File: config.mk
export PLATFORM = sky130hd
export DESIGN_NAME = if_stage_pipe_flat
export DESIGN_NICKNAME = d
export VERILOG_FILES = /design/src/rtl/if_stage_pipe_if.sv /design/src/rtl/if_stage_pipe.sv /design/src/flat_wrapper.sv
export SDC_FILE = /design/constraint.sdc
export NUM_CORES = 1
export LEC_CHECK = 0
export BUFFER_PORTS_ARGS = -buffer_cell sky130_fd_sc_hd__buf_2
export CAP_MARGIN = 20
export CORE_ASPECT_RATIO = 1.25
export CORE_MARGIN = 2
export CORE_UTILIZATION = 52
export CTS_BUF_LIST = sky130_fd_sc_hd__clkbuf_4 sky130_fd_sc_hd__clkbuf_8 sky130_fd_sc_hd__clkbuf_16
export DETAILED_ROUTE_END_ITERATION = 8
export GPL_TIMING_DRIVEN = 0
export PLACE_DENSITY = 0.91
export REMOVE_ABC_BUFFERS = 1
export SLEW_MARGIN = 20
export SYNTH_ARGS = -nofsm -noshare
export SYNTH_HDL_FRONTEND = slang
export SYNTH_SLANG_ARGS = --single-unit
File: constraint.sdc
create_clock -name clock -period 2.82 [get_ports clock]
set_clock_uncertainty 0.2 [all_clocks]
set_input_delay 0.564 -clock clock [delete_from_list [all_inputs] [get_ports clock]]
set_output_delay 0.564 -clock clock [all_outputs]
set_load 0.1 [all_outputs]
File: src/rtl/if_stage_pipe_if.sv
// Instruction-memory bus between the fetch stage (master) and the
// instruction memory (slave). The read is combinational: imem_rdata
// reflects imem_addr in the same cycle.
interface if_stage_pipe_if #(
   parameter int ADDR_WIDTH = 32,
   parameter int INSN_WIDTH = 32
);
   logic [ADDR_WIDTH-1:0] imem_addr;
   logic [INSN_WIDTH-1:0] imem_rdata;

   modport master (output imem_addr, input imem_rdata);
   modport slave  (input imem_addr, output imem_rdata);
endinterface

File: src/rtl/if_stage_pipe.sv
// Instruction-fetch stage with integrated IF/ID pipeline register.
// Owns the PC, drives the instruction-memory address, and latches the
// fetched word with its PC and PC+PC_STEP. Handles hold / redirect /
// flush / stall with a fixed per-edge priority, and buffers a redirect
// that arrives while the stage is held so it is applied on release.
// Optional build macro IF_STAGE_PERF_COUNT_EN adds saturating stall and
// bubble counters; without it both counter outputs are tied to zero.
module if_stage_pipe #(
   parameter int                    ADDR_WIDTH = 32,
   parameter int                    INSN_WIDTH = 32,
   parameter int                    PC_STEP    = 4,
   parameter logic [ADDR_WIDTH-1:0] RESET_PC   = '0,
   parameter logic [INSN_WIDTH-1:0] NOP_INSN   = '0
) (
   input  logic                  clock,
   input  logic                  reset_n,
   input  logic                  PCSrc,
   input  logic [ADDR_WIDTH-1:0] PC_branch,
   input  logic                  stall,
   input  logic                  flush,
   input  logic                  hold,
   if_stage_pipe_if.master       imem,
   output logic [ADDR_WIDTH-1:0] PC_plus_four_out,
   output logic [INSN_WIDTH-1:0] instruction_out,
   output logic [ADDR_WIDTH-1:0] pc_out,
   output logic                  valid_out,
   output logic [15:0]           stall_cycles,
   output logic [15:0]           flush_count
);

   typedef enum logic {IDLE, PENDING} pend_state_e;

   pend_state_e           state_q, state_d;
   logic [ADDR_WIDTH-1:0] pend_target_q, pend_target_d;
   logic [ADDR_WIDTH-1:0] pc_q, pc_d;
   logic [ADDR_WIDTH-1:0] ifid_pc_q, ifid_pc_d;
   logic [ADDR_WIDTH-1:0] ifid_ppf_q, ifid_ppf_d;
   logic [INSN_WIDTH-1:0] ifid_insn_q, ifid_insn_d;
   logic                  ifid_vld_q, ifid_vld_d;
   logic [ADDR_WIDTH-1:0] pc_next_seq;
   logic                  pend_valid;

   assign pend_valid  = (state_q == PENDING);
   // Sequential successor; wraps silently modulo 2^ADDR_WIDTH.
   assign pc_next_seq = pc_q + ADDR_WIDTH'(PC_STEP);
   assign imem.imem_addr = pc_q;

   // State registers: PC, pending-redirect machine and IF/ID entry.
   always_ff @(posedge clock or negedge reset_n) begin
      if (!reset_n) begin
         state_q       <= IDLE;
         pend_target_q <= '0;
         pc_q          <= RESET_PC;
         ifid_pc_q     <= '0;
         ifid_ppf_q    <= '0;
         ifid_insn_q   <= NOP_INSN;
         ifid_vld_q    <= 1'b0;
      end else begin
         state_q       <= state_d;
         pend_target_q <= pend_target_d;
         pc_q          <= pc_d;
         ifid_pc_q     <= ifid_pc_d;
         ifid_ppf_q    <= ifid_ppf_d;
         ifid_insn_q   <= ifid_insn_d;
         ifid_vld_q    <= ifid_vld_d;
      end
   end

   // Next-state: hold > live redirect > pending redirect > flush > stall > fetch.
   always_comb begin
      state_d       = state_q;
      pend_target_d = pend_target_q;
      pc_d          = pc_q;
      ifid_pc_d     = ifid_pc_q;
      ifid_ppf_d    = ifid_ppf_q;
      ifid_insn_d   = ifid_insn_q;
      ifid_vld_d    = ifid_vld_q;
      if (hold) begin
         // Frozen; only remember the most recent redirect seen.
         if (PCSrc) begin
            state_d       = PENDING;
            pend_target_d = PC_branch;
         end
      end else if (PCSrc || pend_valid) begin
         // A live redirect is newer than any buffered one, so it wins.
         pc_d        = PCSrc ? PC_branch : pend_target_q;
         state_d     = IDLE;
         ifid_pc_d   = '0;
         ifid_ppf_d  = '0;
         ifid_insn_d = NOP_INSN;
         ifid_vld_d  = 1'b0;
      end else if (flush) begin
         pc_d        = stall ? pc_q : pc_next_seq;
         ifid_pc_d   = '0;
         ifid_ppf_d  = '0;
         ifid_insn_d = NOP_INSN;
         ifid_vld_d  = 1'b0;
      end else if (!stall) begin
         pc_d        = pc_next_seq;
         ifid_pc_d   = pc_q;
         ifid_ppf_d  = pc_next_seq;
         ifid_insn_d = imem.imem_rdata;
         ifid_vld_d  = 1'b1;
      end
   end

   assign pc_out           = ifid_pc_q;
   assign PC_plus_four_out = ifid_ppf_q;
   assign instruction_out  = ifid_insn_q;
   assign valid_out        = ifid_vld_q;

`ifdef IF_STAGE_PERF_COUNT_EN
   logic        stall_evt, bubble_evt;
   logic [15:0] stall_cnt_q, stall_cnt_d, flush_cnt_q, flush_cnt_d;

   assign stall_evt  = !hold && !PCSrc && !pend_valid && !flush && stall;
   assign bubble_evt = !hold && (PCSrc || pend_valid || flush);

   // Counter registers.
   always_ff @(posedge clock or negedge reset_n) begin
      if (!reset_n) begin
         stall_cnt_q <= '0;
         flush_cnt_q <= '0;
      end else begin
         stall_cnt_q <= stall_cnt_d;
         flush_cnt_q <= flush_cnt_d;
      end
   end

   // Saturating increments on pure-stall edges and bubble-writing edges.
   always_comb begin
      stall_cnt_d = stall_cnt_q;
      flush_cnt_d = flush_cnt_q;
      if (stall_evt && stall_cnt_q != 16'hFFFF) stall_cnt_d = stall_cnt_q + 16'd1;
      if (bubble_evt && flush_cnt_q != 16'hFFFF) flush_cnt_d = flush_cnt_q + 16'd1;
   end

   assign stall_cycles = stall_cnt_q;
   assign flush_count  = flush_cnt_q;
`else
   assign stall_cycles = 16'h0;
   assign flush_count  = 16'h0;
`endif

endmodule

File: src/flat_wrapper.sv
// flat-port wrapper written by rule: the top's interface ports become plain ports
module if_stage_pipe_flat 
#(
   parameter int                    ADDR_WIDTH = 32,
   parameter int                    INSN_WIDTH = 32,
   parameter int                    PC_STEP    = 4,
   parameter logic [ADDR_WIDTH-1:0] RESET_PC   = '0,
   parameter logic [INSN_WIDTH-1:0] NOP_INSN   = '0
)
  (clock, reset_n, PCSrc, PC_branch, stall, flush, hold, PC_plus_four_out, instruction_out, pc_out, valid_out, stall_cycles, flush_count, imem_imem_addr, imem_imem_rdata);
  if_stage_pipe_if #(.ADDR_WIDTH(ADDR_WIDTH), .INSN_WIDTH(INSN_WIDTH)) imem_i ();
  input  logic clock;
  input  logic reset_n;
  input  logic PCSrc;
  input  logic [ADDR_WIDTH-1:0] PC_branch;
  input  logic stall;
  input  logic flush;
  input  logic hold;
  output logic [ADDR_WIDTH-1:0] PC_plus_four_out;
  output logic [INSN_WIDTH-1:0] instruction_out;
  output logic [ADDR_WIDTH-1:0] pc_out;
  output logic valid_out;
  output logic [15:0] stall_cycles;
  output logic [15:0] flush_count;
  output wire logic [$bits(imem_i.imem_addr)-1:0] imem_imem_addr;
  input wire logic [$bits(imem_i.imem_rdata)-1:0] imem_imem_rdata;
  assign imem_imem_addr = imem_i.imem_addr;
  assign imem_i.imem_rdata = imem_imem_rdata;
  if_stage_pipe #(.ADDR_WIDTH(ADDR_WIDTH), .INSN_WIDTH(INSN_WIDTH), .PC_STEP(PC_STEP), .RESET_PC(RESET_PC), .NOP_INSN(NOP_INSN)) u_core (.clock(clock), .reset_n(reset_n), .PCSrc(PCSrc), .PC_branch(PC_branch), .stall(stall), .flush(flush), .hold(hold), .imem(imem_i), .PC_plus_four_out(PC_plus_four_out), .instruction_out(instruction_out), .pc_out(pc_out), .valid_out(valid_out), .stall_cycles(stall_cycles), .flush_count(flush_count));
endmodule
* After elaboration in Yosys (flattened, before gate mapping)
Index checks and enable logic that the tools add are counted.
** Storage, ports and cells
- Register bits after elaboration :: 162
- Output and inout bits :: 161
- Bits of input ports :: 70
** Operators by class
- Add/sub/neg operators :: 1
- Eq/ne operators :: 3
- Reductions and logical operators :: 5
- Bitwise operators :: 1
- Muxes and demuxes :: 17
** Operators with widths (number)
- 32-bit two-way mux :: 11
- 32-bit by 3-bit adder with 32-bit output (second input constant) :: 1
- 1-bit two-way mux :: 6
- 2-bit AND reduction :: 3
- 3-bit by 1-bit != test with 1-bit output (second input constant) :: 1
- 2-bit by 1-bit != test with 1-bit output (second input constant) :: 1
- 2-bit != test (second input constant) :: 1
- 2-bit nonzero test :: 1
- 1-bit logical OR :: 1
- 1-bit NOT :: 1

* Longest topological paths before layout
- Depth after elaboration :: 4
- Gate-level depth with buffers :: 9
- Gate-level depth less buffers :: 6

* Worst setup path before layout
OpenSTA, ideal clock, no wires.
- Path kind :: register -> register
- Start :: reg u_core.pc_q[9], in the netlist u_core.imem.imem_addr[9]
- End :: reg u_core.pc_q[27], in the netlist u_core.imem.imem_addr[27]
- Stages on the path, launching flop included :: 7
- Path buffers :: 1
- Slack :: -0.273 ns
- Arrival :: 2.756 ns
- Clock period less this slack :: 3.093 ns
- Path through :: dfrtp_1 buf_2 nand4_4 or4_4 or4_4 o221ai_1 a2bb2oi_1
** On the way
- Cells in the longest elaborated chain, start to end :: 3
** RTL lines
- from (decl) :: line if_stage_pipe.sv:35 : logic [ADDR_WIDTH-1:0] pc_q, pc_d;
- from (signal assigned) :: line if_stage_pipe.sv:61 : pc_q <= pc_d;
- 32-bit by 3-bit adder with 32-bit output :: line if_stage_pipe.sv:45 : assign pc_next_seq = pc_q + ADDR_WIDTH'(PC_STEP);
- 32-bit two-way mux :: line if_stage_pipe.sv:93, if_stage_pipe.sv:98
- 32-bit two-way mux :: line if_stage_pipe.sv:84 : end else if (PCSrc || pend_valid) begin
Every way passes these cells. The select of a mux whose other input is x is not followed.
A chain may end at the register's enable or synchronous reset.

* Worst setup path in the final report
- Start :: reg u_core.pc_q[2], in the netlist u_core.imem.imem_addr[2]
- End :: reg u_core.ifid_ppf_q[26], in the netlist u_core.PC_plus_four_out[26]
** On the way
- Cells in the longest elaborated chain, start to end :: 4
** RTL lines
- 32-bit by 3-bit adder with 32-bit output :: line if_stage_pipe.sv:45
- 32-bit two-way mux :: line if_stage_pipe.sv:98 : end else if (!stall) begin
- 32-bit two-way mux :: line if_stage_pipe.sv:92 : end else if (flush) begin
- 32-bit two-way mux :: line if_stage_pipe.sv:84
- to (signal assigned) :: line if_stage_pipe.sv:63 : ifid_ppf_q <= ifid_ppf_d;
- to (decl) :: line if_stage_pipe.sv:37 : logic [ADDR_WIDTH-1:0] ifid_ppf_q, ifid_ppf_d;
Every way passes these cells. The select of a mux whose other input is x is not followed.

==> reports/results.txt <==
PnR worst setup slack -> 0.144 ns
Worst IR Drop VDD -> 595 uV
Post-DRT Antenna Nets -> 0
Vias in the first global route -> 6118
Area grow syn2layout -> 23.3%
Internal power -> 0.00441 W
IO buf count -> 198
Max FO, Critical Path -> 9
Setup TNS -> 0 ns
Sequential share of the synthesized area -> 0.539
Total Wirelength -> 20.0 mm
Mapped Area -> 7420 um2
Antenna cells -> 0
Vias per Instance -> 5.75
Post-Syn Instances -> 729
CTS Root Cell -> clkbuf_16
Drt drc -> 0
Largest family of logic cells by synthesized area -> compound AO/OA/AOI/OAI gates
Drt initial violations -> 439
NumNets Final -> 971
R2R depth -> 6
Share of the synthesized area in the top cell type -> 0.539
Pleak -> 4.52 nW
Worst-case clock buffer depth -> 2
Worst Setup SP -> u_core.imem.imem_addr[2]
Utilization after layout -> 0.660
Die W -> 111 um
Syn avg cell area -> 10.2 um2
FF-to-FF Start -> u_core.imem.imem_addr[2]
Setup crit end kind -> flop
Post-synthesis mux area share -> 0.0467
Fmax -> 0.374 GHz
Most frequent cell after synthesis -> dfrtp_1
EDFF count, synth -> 0
Core area -> 13900 um2
Clock power frac -> 0.326
R2R setup slack -> 0.14 ns
Worst slack, placed -> -0.751 ns
First-pass GRT wire length -> 31.7 mm
Initial core utilization -> 0.535
Complex-gate fraction of the synthesized area -> 0.194
Pwr/cell area -> 803 nW/um2
Die height -> 138 um
Wirelength per Cell -> 18.3 um
Leading area contributor after synthesis -> dfrtp_1
RePlAce Congestion -> 0.789
Net switching power -> 0.00294 W
Min-Delay Path Class -> in2reg
Adder-cell area share of the yosys netlist -> 0.00169
Measured slew at the worst slew-check pin -> 1.08 ns
Final setup viols -> 0
Share of total power in combinational logic -> 0.298
Sw Share -> 0.399
FFs w/ async S/R, synth -> 1.00
Post-Synth XOR/XNOR Area -> 0.0330
GR Overflow Total -> 0
Synth cell count leaders -> dfrtp_1, nand2_1, o21ai_0
CP endpoint -> u_core.PC_plus_four_out[26]
Drt first pass iters -> 5
# rows -> 48
Final worst path period share -> 0.949
H-tree depth -> 4
Primary FF master, synth -> dfrtp_1
Synthesis Warnings -> 0
I/O Pins -> 231
Share of power burned in registers -> 0.376
Shortest period the worst path allows -> 2.68 ns
GR Util All Layers -> 0.263
Slew margin rel. -> 0.278
Final Hold Fails -> 0
Clock slew at reported path FFs -> 0.06 ns
Unrepaired setup endpoints after global routing -> false
Setup crit start kind -> flop
Max-slew violations -> 0
Initial antenna violation count -> 0
Layout cell share with drive strength beyond 1 -> 0.301
Fraction of the mapped netlist area in simple logic gates -> 0.115
Largest net degree at the start of global routing -> 83
Worst r2r dst -> u_core.PC_plus_four_out[26]
Post-synth cell types -> 45
Die footprint -> 15300 um2
MaxCap Viol Count -> 0
CP arrival -> 2.74 ns
CTS tree -> done
Worst Path Class, Setup -> reg2reg
Synth top area cells -> dfrtp_1, a22o_1, o21ai_0, nand2_1, buf_4
CTS buffer count -> 17
DP Wirelength -> 13.2 mm
Clk_lat worst skew -> 0.43 ns
Synth Register Bits -> 160
Via count -> 6258
Clk sinks -> 160
Required time worst endpoint -> 2.89 ns
Total Power -> 0.00735 W
Outcome -> completed
==> stage by stage <==
stage | area, um2 | hold WS, ns | cells
global route | 9150 | 0.143 | 1088
finish | 9150 | 0.153 | 1088
detailed placement | 8460 | 0.258 | 1054
global placement | 8270 | 0.256 | 1042
floorplan | 7060 | 0.0684 | 669
CTS | 9110 | 0.140 | 1087
==> worst min-delay path by stage <==
stage	from	endpoint	slack [ns]	depth (start not counted)
final	imem_imem_rdata[9]	u_core.instruction_out[9]	0.15	2
after global routing	imem_imem_rdata[7]	u_core.instruction_out[7]	0.14	2
after detailed placement	u_core.valid_out	u_core.valid_out	0.26	2
after global placement	u_core.valid_out	u_core.valid_out	0.26	2
after floorplan	reset_n	u_core.PC_plus_four_out[0]	0.07	0
after CTS	imem_imem_rdata[2]	u_core.instruction_out[2]	0.14	2
==> power groups by stage <==
stage / clock network [W] / registers, W / logic [W]
after global placement: 0 / 0.00278 / 0.00212
after global routing: 0.00252 / 0.00279 / 0.00230
after CTS: 0.00243 / 0.00276 / 0.00218
final: 0.00240 / 0.00276 / 0.00219
after detailed placement: 0 / 0.00280 / 0.00217
after floorplan: 0 / 0.00381 / 0.000654
==> state kept, by name, summed over array words and instances (netlist names) <==
signal and cells:
u_core.PC_plus_four_out 32, u_core.imem.imem_addr 32, u_core.valid_out 1, u_core.instruction_out 32, u_core.pend_valid 1, u_core.pc_out 30
u_core.pend_target_q 32
==> cell usage in the layout, fill, tap and decap left out, drive strengths merged, types with 3 or more instances in the layout <==
master	Yosys	routed
a22oi	3	3
buf	48	210
or2	3	4
and2	4	4
nand2	76	76
a22o	59	59
nor4	6	6
bufinv	0	3
o21ai	68	68
nor2	53	53
xor2	14	14
inv	10	10
nand4	14	14
clkinvlp	0	3
mux2	13	13
mux2i	20	20
dfrtp	160	160
o22ai	3	3
a21oi	47	47
nor3	8	8
clkinv	0	3
a21o	3	3
xnor2	14	14
a2bb2oi	17	17
clkbuf	43	23
nand3	16	16
a31oi	3	3
o21a	3	3
conb	1	32
==> layer usage <==
metal  GRT usage  vias to the layer above  wire length [um]
li1            -                     2875                 -
met1       0.332                     3073              8130
met2       0.436                      271              9910
met3      0.0585                       39              1370
met4       0.124                        0               550
met5           0                        -                 0
==> cells by family after synthesis <==
group                    after synthesis
XOR/XNOR                              28
adder cells (fa/ha/maj)                1
AO/OA/AOI/OAI                        217
buffers and inverters                101
flip-flops                           160
multiplexers                          33
AND/OR/NAND/NOR                      188
other                                  1
==> cell type report <==
type	count	area, um2
sequential	160	4010
clock inverter	9	131
inverter	10	37.5
fill	1097	4720
timing repair buffer	211	1150
tap	175	219
multi-input combinational	500	3120
clock buffer	23	489
==> timing repair <==
| item | CTS | global route |
|---|---|---|
| cloned | 0 | 1 |
| gates resized for setup | 4 | 7 |
| pin swaps | 1 | 1 |
| hold buffers | 1 | 0 |
| setup buffers | 0 | 0 |
| hold endpoints to repair | 81 | 0 |
| endpoints found under the setup margin | 108 | 61 |
==> worst max-delay path, cell delays in order, from the launching register on <==
cell	delay, ns
dfrtp_1	0.53
ha_1	0.32
nand3_1	0.34
or2_1	0.47
nor3_2	0.38
xnor2_1	0.18
o21ai_0	0.11
No activity file was read; power rests on OpenSTA's default activity.
